--- config.mk ---
export PLATFORM = sky130hd
export DESIGN_NAME = uart_rx
export DESIGN_NICKNAME = d
export VERILOG_FILES = /design/src/rtl/uart_pkg.sv /design/src/rtl/uart_rx_fifo.sv /design/src/rtl/uart_rx.sv
export SDC_FILE = /design/constraint.sdc
export NUM_CORES = 1
export LEC_CHECK = 0
export BUFFER_PORTS_ARGS = -buffer_cell sky130_fd_sc_hd__buf_4
export CAP_MARGIN = 20
export CORE_UTILIZATION = 40
export CTS_BUF_LIST = sky130_fd_sc_hd__clkbuf_2 sky130_fd_sc_hd__clkbuf_4 sky130_fd_sc_hd__clkbuf_8
export CTS_CLUSTER_SIZE = 8
export DETAILED_ROUTE_END_ITERATION = 12
export SYNTH_ARGS = -nofsm -noshare
export SYNTH_HDL_FRONTEND = slang
export SYNTH_SLANG_ARGS = --single-unit
--- constraint.sdc ---
create_clock -name clk -period 3.1 [get_ports clk]
set_input_delay 0.31 -clock clk [delete_from_list [all_inputs] [get_ports clk]]
set_output_delay 0.31 -clock clk [all_outputs]
set_load 0.01 [all_outputs]
--- src/rtl/uart_pkg.sv ---
// rtl/uart_pkg.sv - shared UART definitions: receiver FSM encoding and bit-timing helpers
//
// Contents:
//   uart_state_e  receiver FSM states (IDLE, START, DATA, STOP, BREAK_WAIT)
//   calc_div      clock cycles per serial bit, CLK_MHZ*1e6/BAUD truncated
//   calc_cnt_w    bit-timing counter width able to hold DIV without overflow

package uart_pkg;

    typedef enum logic [2:0] {
        IDLE       = 3'd0,
        START      = 3'd1,
        DATA       = 3'd2,
        STOP       = 3'd3,
        BREAK_WAIT = 3'd4
    } uart_state_e;

    function automatic int calc_div(input int clk_mhz, input int baud);
        return (clk_mhz * 1000000) / baud;
    endfunction

    // Counter must represent DIV itself, hence DIV+1 distinct values.
    function automatic int calc_cnt_w(input int div);
        return (div < 1) ? 1 : $clog2(div + 1);
    endfunction

endpackage

--- src/rtl/uart_rx_fifo.sv ---
// rtl/uart_rx_fifo.sv - receive byte FIFO with wrap-bit full/empty detection
//
// Ports:
//   clk, resetn      clock, synchronous active-low reset
//   push, push_data  write request and byte; ignored while full unless pop is also high
//   pop              remove head entry; ignored while empty
//   pop_data         head entry
//   empty, full      occupancy flags

module uart_rx_fifo #(
    parameter int DEPTH = 4,
    parameter int WIDTH = 8
) (
    input  logic             clk,
    input  logic             resetn,
    input  logic             push,
    input  logic [WIDTH-1:0] push_data,
    input  logic             pop,
    output logic [WIDTH-1:0] pop_data,
    output logic             empty,
    output logic             full
);

    localparam int AW = $clog2(DEPTH);

    logic [WIDTH-1:0] mem [DEPTH];
    logic [AW:0]      wr_ptr;
    logic [AW:0]      rd_ptr;
    logic             do_push;
    logic             do_pop;

    // The extra top bit distinguishes full from empty when the indices match.
    assign empty = (wr_ptr == rd_ptr);
    assign full  = (wr_ptr[AW] != rd_ptr[AW]) && (wr_ptr[AW-1:0] == rd_ptr[AW-1:0]);

    // A pop in the same cycle frees the slot the push lands in.
    assign do_pop  = pop && !empty;
    assign do_push = push && (!full || do_pop);

    assign pop_data = mem[rd_ptr[AW-1:0]];

    always_ff @(posedge clk) begin
        if (!resetn) begin
            wr_ptr <= '0;
            rd_ptr <= '0;
            for (int i = 0; i < DEPTH; i++) begin
                mem[i] <= '0;
            end
        end else begin
            if (do_push) begin
                mem[wr_ptr[AW-1:0]] <= push_data;
                wr_ptr              <= wr_ptr + 1'b1;
            end
            if (do_pop) begin
                rd_ptr <= rd_ptr + 1'b1;
            end
        end
    end

endmodule

--- src/rtl/uart_rx.sv ---
// rtl/uart_rx.sv - 8N1 UART receiver with buffered byte output
//
// Ports:
//   clk, resetn  clock, synchronous active-low reset
//   rx           asynchronous serial line, idles high
//   recv_data    byte at buffer head, valid while recv_valid is high
//   recv_valid   at least one byte buffered
//   recv_ack     pops the head byte when recv_valid is high
//   frame_err    one-cycle pulse when a stop bit samples low
//   overrun      one-cycle pulse when a completed byte is dropped on a full buffer
//
// Configuration:
//   UART_RX_FIFO_EN defined   -> FIFO_DEPTH-entry FIFO (uart_rx_fifo)
//   UART_RX_FIFO_EN undefined -> single holding register, FIFO_DEPTH unused

module uart_rx
    import uart_pkg::*;
#(
    parameter int CLK_MHZ    = 12,
    parameter int BAUD       = 115200,
    parameter int FIFO_DEPTH = 4
) (
    input  logic       clk,
    input  logic       resetn,
    input  logic       rx,
    output logic [7:0] recv_data,
    output logic       recv_valid,
    input  logic       recv_ack,
    output logic       frame_err,
    output logic       overrun
);

    localparam int DIV   = calc_div(CLK_MHZ, BAUD);
    localparam int CNT_W = calc_cnt_w(DIV);

    localparam logic [CNT_W-1:0] CNT_HALF = CNT_W'(DIV / 2);
    localparam logic [CNT_W-1:0] CNT_LAST = CNT_W'(DIV - 1);

    uart_state_e      state, state_n;
    logic [CNT_W-1:0] cnt, cnt_n;
    logic [2:0]       bit_idx, bit_n;
    logic [7:0]       shift_reg, shift_n;
    logic             push;
    logic             ferr_n;
    logic             pop;
    logic             buf_full;

    logic             rx_meta;
    logic             rx_s;
    logic [1:0]       sync_fill;
    logic             line_armed;

    // Synchronizer flops reset high so the line looks idle while they refill.
    // sync_fill marks when rx_s reflects the real line again; line_armed then
    // requires the line to be seen high before any falling edge counts, so a
    // line that is low at reset release cannot start a frame.
    always_ff @(posedge clk) begin
        if (!resetn) begin
            rx_meta    <= 1'b1;
            rx_s       <= 1'b1;
            sync_fill  <= 2'b00;
            line_armed <= 1'b0;
        end else begin
            rx_meta    <= rx;
            rx_s       <= rx_meta;
            sync_fill  <= {sync_fill[0], 1'b1};
            line_armed <= line_armed | (sync_fill[1] & rx_s);
        end
    end

    always_ff @(posedge clk) begin
        if (!resetn) begin
            state     <= IDLE;
            cnt       <= '0;
            bit_idx   <= '0;
            shift_reg <= '0;
            frame_err <= 1'b0;
        end else begin
            state     <= state_n;
            cnt       <= cnt_n;
            bit_idx   <= bit_n;
            shift_reg <= shift_n;
            frame_err <= ferr_n;
        end
    end

    always_comb begin
        state_n = state;
        cnt_n   = cnt;
        bit_n   = bit_idx;
        shift_n = shift_reg;
        push    = 1'b0;
        ferr_n  = 1'b0;
        case (state)
            IDLE: begin
                cnt_n = '0;
                bit_n = '0;
                if (line_armed && !rx_s) begin
                    state_n = START;
                end
            end
            START: begin
                // Re-check the line mid start bit to reject short glitches.
                if (cnt == CNT_HALF) begin
                    cnt_n   = '0;
                    state_n = rx_s ? IDLE : DATA;
                end else begin
                    cnt_n = cnt + 1'b1;
                end
            end
            DATA: begin
                if (cnt == CNT_LAST) begin
                    cnt_n   = '0;
                    shift_n = {rx_s, shift_reg[7:1]};
                    bit_n   = bit_idx + 3'd1;
                    if (bit_idx == 3'd7) begin
                        state_n = STOP;
                    end
                end else begin
                    cnt_n = cnt + 1'b1;
                end
            end
            STOP: begin
                if (cnt == CNT_LAST) begin
                    cnt_n = '0;
                    if (rx_s) begin
                        push    = 1'b1;
                        state_n = IDLE;
                    end else begin
                        ferr_n  = 1'b1;
                        state_n = BREAK_WAIT;
                    end
                end else begin
                    cnt_n = cnt + 1'b1;
                end
            end
            BREAK_WAIT: begin
                // Swallow a held-low break so it yields only one frame_err.
                if (rx_s) begin
                    state_n = IDLE;
                end
            end
            default: begin
                state_n = IDLE;
            end
        endcase
    end

    assign pop = recv_ack && recv_valid;

`ifdef UART_RX_FIFO_EN
    logic fifo_empty;

    uart_rx_fifo #(
        .DEPTH (FIFO_DEPTH),
        .WIDTH (8)
    ) u_fifo (
        .clk       (clk),
        .resetn    (resetn),
        .push      (push),
        .push_data (shift_reg),
        .pop       (pop),
        .pop_data  (recv_data),
        .empty     (fifo_empty),
        .full      (buf_full)
    );

    assign recv_valid = !fifo_empty;
`else
    logic [7:0] hold_data;
    logic       hold_valid;

    always_ff @(posedge clk) begin
        if (!resetn) begin
            hold_data  <= '0;
            hold_valid <= 1'b0;
        end else if (push && (!hold_valid || pop)) begin
            hold_data  <= shift_reg;
            hold_valid <= 1'b1;
        end else if (pop) begin
            hold_valid <= 1'b0;
        end
    end

    assign buf_full   = hold_valid;
    assign recv_valid = hold_valid;
    assign recv_data  = hold_data;
`endif

    always_ff @(posedge clk) begin
        if (!resetn) begin
            overrun <= 1'b0;
        end else begin
            overrun <= push && buf_full && !pop;
        end
    end

endmodule

[Yosys cells after proc, flatten, opt, wreduce, memory -nomap -nowiden]
Index checks and enable logic that the tools add are counted.
Cells by class
  bitwise gates (word level): 2
  muxes and demuxes: 21
  divide/modulo/power cells: 0
  multipliers: 0
  shift operators: 0
  equality and inequality tests: 13
  reduce and logical (&&, ||, !) cells: 18
  $lt $le $gt $ge: 0
  add/subtract/negate cells: 2
Operator list (number)
  $mux 3: 8
  $pmux 7 s3: 1
  $pmux 3 s5: 1
  $mux 7: 2
  $ne 2x2->1 const B: 6
  $add 7x1->7 const B: 1
  $eq 7x6->1 const B: 1
  $eq 7x7->1 const B: 1
  $mux 1: 7
  $eq 3x2->1 const B: 2
  $eq 3x3->1 const B: 2
  $pmux 3 s2: 1
  $reduce_and 6->1: 1
  $logic_and 1x1->1: 5
  $reduce_and 2->1: 2
  $reduce_bool 2->1: 2
  $add 3x1->3 const B: 1
  $eq 3x1->1 const B: 1
  $logic_not 1->1: 3
  $logic_not 3->1: 1
  $reduce_and 3->1: 1
  $reduce_bool 3->1: 1
  $mux 2: 1
  $reduce_or 2->1: 1
  other kinds (3): 3
Word-level totals
  bits of input ports: 4
  output and inout port bits: 11
  memories: 0
  bits in latches: 0
  logic and storage cells: 69
  bits in writable memories: 0
  memory bits (read-only): 0
  bits in registers: 37

[Depth between registers and ports, before layout]
  depth after elaboration: 5
  depth in mapped cells: 6
  mapped depth without buffers: 6

[Worst setup path before layout]
OpenSTA, ideal clock, no wires.
  kind: register -> register
  start: register cnt[0]
  end: register hold_data[0], in the netlist recv_data[0]
  arrival time: 1.560 ns
  data required time: 2.968 ns
  library setup time: 0.132 ns
  path slack: 1.407 ns
  path buffers: 1
  clock period less this slack: 1.693 ns
  cell stages (with the launch flop): 7
  cell sequence: dfxtp_1 -> ha_1 -> nand3b_4 -> or4_4 -> buf_6 -> o21ai_1 -> a21oi_1
On the way
  longest elaborated chain between the ends: 4
Ends and longest elaborated chain
  start, declared: line uart_rx.sv:40  | logic [CNT_W-1:0] cnt, cnt_n;
  start signal, assigned: line uart_rx.sv:80  | cnt <= cnt_n;
  $eq 7x7->1: line uart_rx.sv:124  | if (cnt == CNT_LAST) begin
  $mux 1: line uart_rx.sv:124
  $mux 1: line uart_rx.sv:94  | case (state)
  $logic_and 1x1->1: line uart_rx.sv:177  | end else if (push && (!hold_valid || pop)) begin
  end signal, assigned: line uart_rx.sv:178  | hold_data <= shift_reg;
  end, declared: line uart_rx.sv:170  | logic [7:0] hold_data;
No other way between the ends.
A chain may end at the register's enable or synchronous reset.

[Worst setup path in the final report]
  start: register cnt[0]
  end: register hold_data[1], in the netlist recv_data[1]
Same word-level chain as after synthesis.

==> impl_metrics.toml <==
[run_status]
status = "completed"

[clocking]
cts_resized = 0
cts_buffers = 5
clk_latency_ps = 290
clk_pin_slew_ps = 70
cts_sinks = 37
clock_path_buffers = 2
h-tree-depth = 2
root_buffer = "clkbuf_8"
tritoncts = "yes"
cts_setup_buffers = 0
holdBufCountCts = 0

[synth]
synth_edf_count = 0
synth.cell_area_sq_mm = 0.001570
avgSynthCellArea_sq_um = 9.693
muxShareOfSynthArea_pct = 5.100
yosys_most_used_dff = "dfxtp_1"
yosys_warnings = 0
synth_nets = 170
synth_top_area_share_pct = 47.17
synth_xor_area_share_pct = 2.231
synth_cell_types = 41
synth_area_leader_cell = "dfxtp_1"
synth-simple-area-share_pct = 21.67
synth_compound_area_share_pct = 15.22
synth_area_leaders = "dfxtp_1, mux2i_1, a21oi_1, nor2_1, nand3_1"
async_flop_share_pct = 0
ys_seq_area_share_pct = 47.17
synth_adder_area_share_pct = 3.187
synth_top_family_by_area = "simple AND/OR/NAND/NOR gates"
syn-instance-count = 162
synth_seq_cells = 37

[worst_setup_path]
critPathRequiredTime_ps = 3240
worstPathArrival_ps = 1990
cp-start-kind = "flip-flop"
reg2regPathDepth = 5
end_kind = "flip-flop"
path_max_fanout = 10
criticalPathCategory = "flip-flop to flip-flop"

[timing]
fin_crit_sh_pct = 59.70
drv_slew = 0
slew-limit-headroom_pct = 49.79
finalSetupTns_ps = 0
worst_pin_slew_ps = 752.4
fin_skew_ps = 3.684
finalHoldViolCount = 0
timing.hold.ws_ps = 199.8
setup_violations = 0
fmax_mhz = 540.3
timing.final.crit_period_ps = 1851
rsz0062_at_grt = "no"

[power]
p_leak_nw = 0.7227
p_sw_share_pct = 19.05
peakVddDrop_v = 0.0002384
seq_power_share_pct = 51.6
pwr-share-comb_pct = 1.9
p_sw_mw = 0.1778
power.internal_mw = 0.7554
clkPwrFrac_pct = 46.6
powerDensity_mw_per_mm2 = 518.3

[routing]
vias = 1160
wirelength_microns = 3005
first_pass_iters = 4
ant_nets = 0
routedWlPerCell_microns = 13.48
drt_iter0_markers = 49
drc = 0
via_per_inst = 5.202

[finish]
diodes = 0
fillers = 359
nNetsFinal = 182
layout-drive-gt1-share_pct = 18.29
regArea_sq_um = 740.7
multi_input_area_sq_um = 744.5
areaGrowthSynthToFinish_pct = 14.66

[placed_design]
gp_routability_congestion = 0.7865
dp_hpwl_microns = 2101
numPortBuffers = 14

[floorplanning]
initial_utilization_pct = 42.26
coreArea_sq_mm = 0.003716
rows = 22
die_w_microns = 64.66
die_h_microns = 64.66
io_pins = 15
die_area_sq_mm = 0.004180

[min_path]
hold-path-cell-count = 2
hp-class = "primary input to flip-flop"

[grt]
grt_pass1_vias = 1094
grt_antenna_before_repair = 0
grt_start_max_net_pins = 25
overflow = 0
grt_pass1_wl_microns = 5050
track_usage_pct = 16.22

[run]
cap_violations = 0
## Yosys cell counts (2+ instances only)
library cell  count
buf_4             2
clkbuf_1          4
a21oi_1          15
nor2_1           17
and2_1            2
o21ai_0           3
nand2b_1          5
a32o_1            2
dfxtp_1          37
clkbuf_2          2
nand4_1           3
nand3_1          11
nand2_1           3
ha_1              4
o31ai_1           2
inv_1             6
xor2_1            3
or3_1             3
o21ai_1           7
mux2i_1           8
buf_6             2
nand3b_4          2
## power groups by stage
stage | Clock, mW | Sequential [mW] | Combinational (mW)
2_1_floorplan | 0 | 0.490 | 0.0138
3_3_place_gp | 0 | 0.492 | 0.0168
3_5_place_dp | 0 | 0.492 | 0.0173
4_1_cts | 0.447 | 0.481 | 0.0173
5_1_grt | 0.466 | 0.481 | 0.0191
6_report | 0.435 | 0.481 | 0.0173
## path summary, 6_finish.rpt
path / start / end / slack, ps
hold reg to reg: rx_meta$_SDFF_PN1_ / rx_s$_SDFF_PN1_ / 410
setup / recovery: cnt[0]$_SDFFE_PN0P_ / recv_data[1]$_SDFFE_PN0P_ / 1250
hold / removal: rx / rx_meta$_SDFF_PN1_ / 200
setup reg to reg: cnt[0]$_SDFFE_PN0P_ / recv_data[1]$_SDFFE_PN0P_ / 1250
## logic make-up (layout without fill, tap and decap cells)
logic type | count (synthesis) | in the layout
AOI/OAI and AO/OA | 38 | 38
xor gates and xnor gates | 4 | 4
adders and majority gates | 4 | 4
buffers and inverters | 16 | 29
DFF | 37 | 37
muxes | 8 | 8
and+or+nand+nor | 55 | 55
## critical path: stages, from the launching register on
cell and delay, ps:
dfxtp_1 410, ha_1 310, nand3b_4 150, or4_4 580, o21ai_1 180, a21oi_1 80
## layout by cell type, fill, tap and decap left out, drive strengths merged, types with 2 or more instances in the layout
cell and instances:
o31ai 2, inv 6, nand2b 5, and2 4, nor2 17, or3 3, nand2 3, clkbuf 7
a21oi 15, nand3 11, o21ai 11, dfxtp 37, nor4 2, ha 4, a211oi 2, mux2i 8
nand3b 2, nand4 3, xor2 3, a32o 2, buf 15
## final cells by class
cell class	instances	area share (%)
timing repair buffer	15	6.254
sequential	37	41.14
multi-input combinational	109	41.35
inverter	6	1.251
tap	48	3.336
clock inverter	1	1.668
clock buffer	7	5.003
## per-stage QoR
stage          setup WS (ps)  total power, mW  cell area, sq um  instances  utilization [%]
4_1_cts                 1257           0.9451              1800        223            48.45
2_1_floorplan           1407           0.5041              1570        162                -
6_report                1249           0.9331              1800        223            48.45
5_1_grt                 1103           0.9662              1800        223            48.45
3_5_place_dp            1259           0.5096              1680        215            45.22
3_3_place_gp            1338           0.5089              1680        215            45.22
## routing by layer
layer  vias up  share of wire, %  GRT usage, %
li1        596                 -             -
met1       537                50         20.93
met2        19                45         23.95
met3         8               3.2         4.754
met4         0               2.0         9.167
met5         -                 0             0
Note: power is estimated with default switching activity, not from simulation.
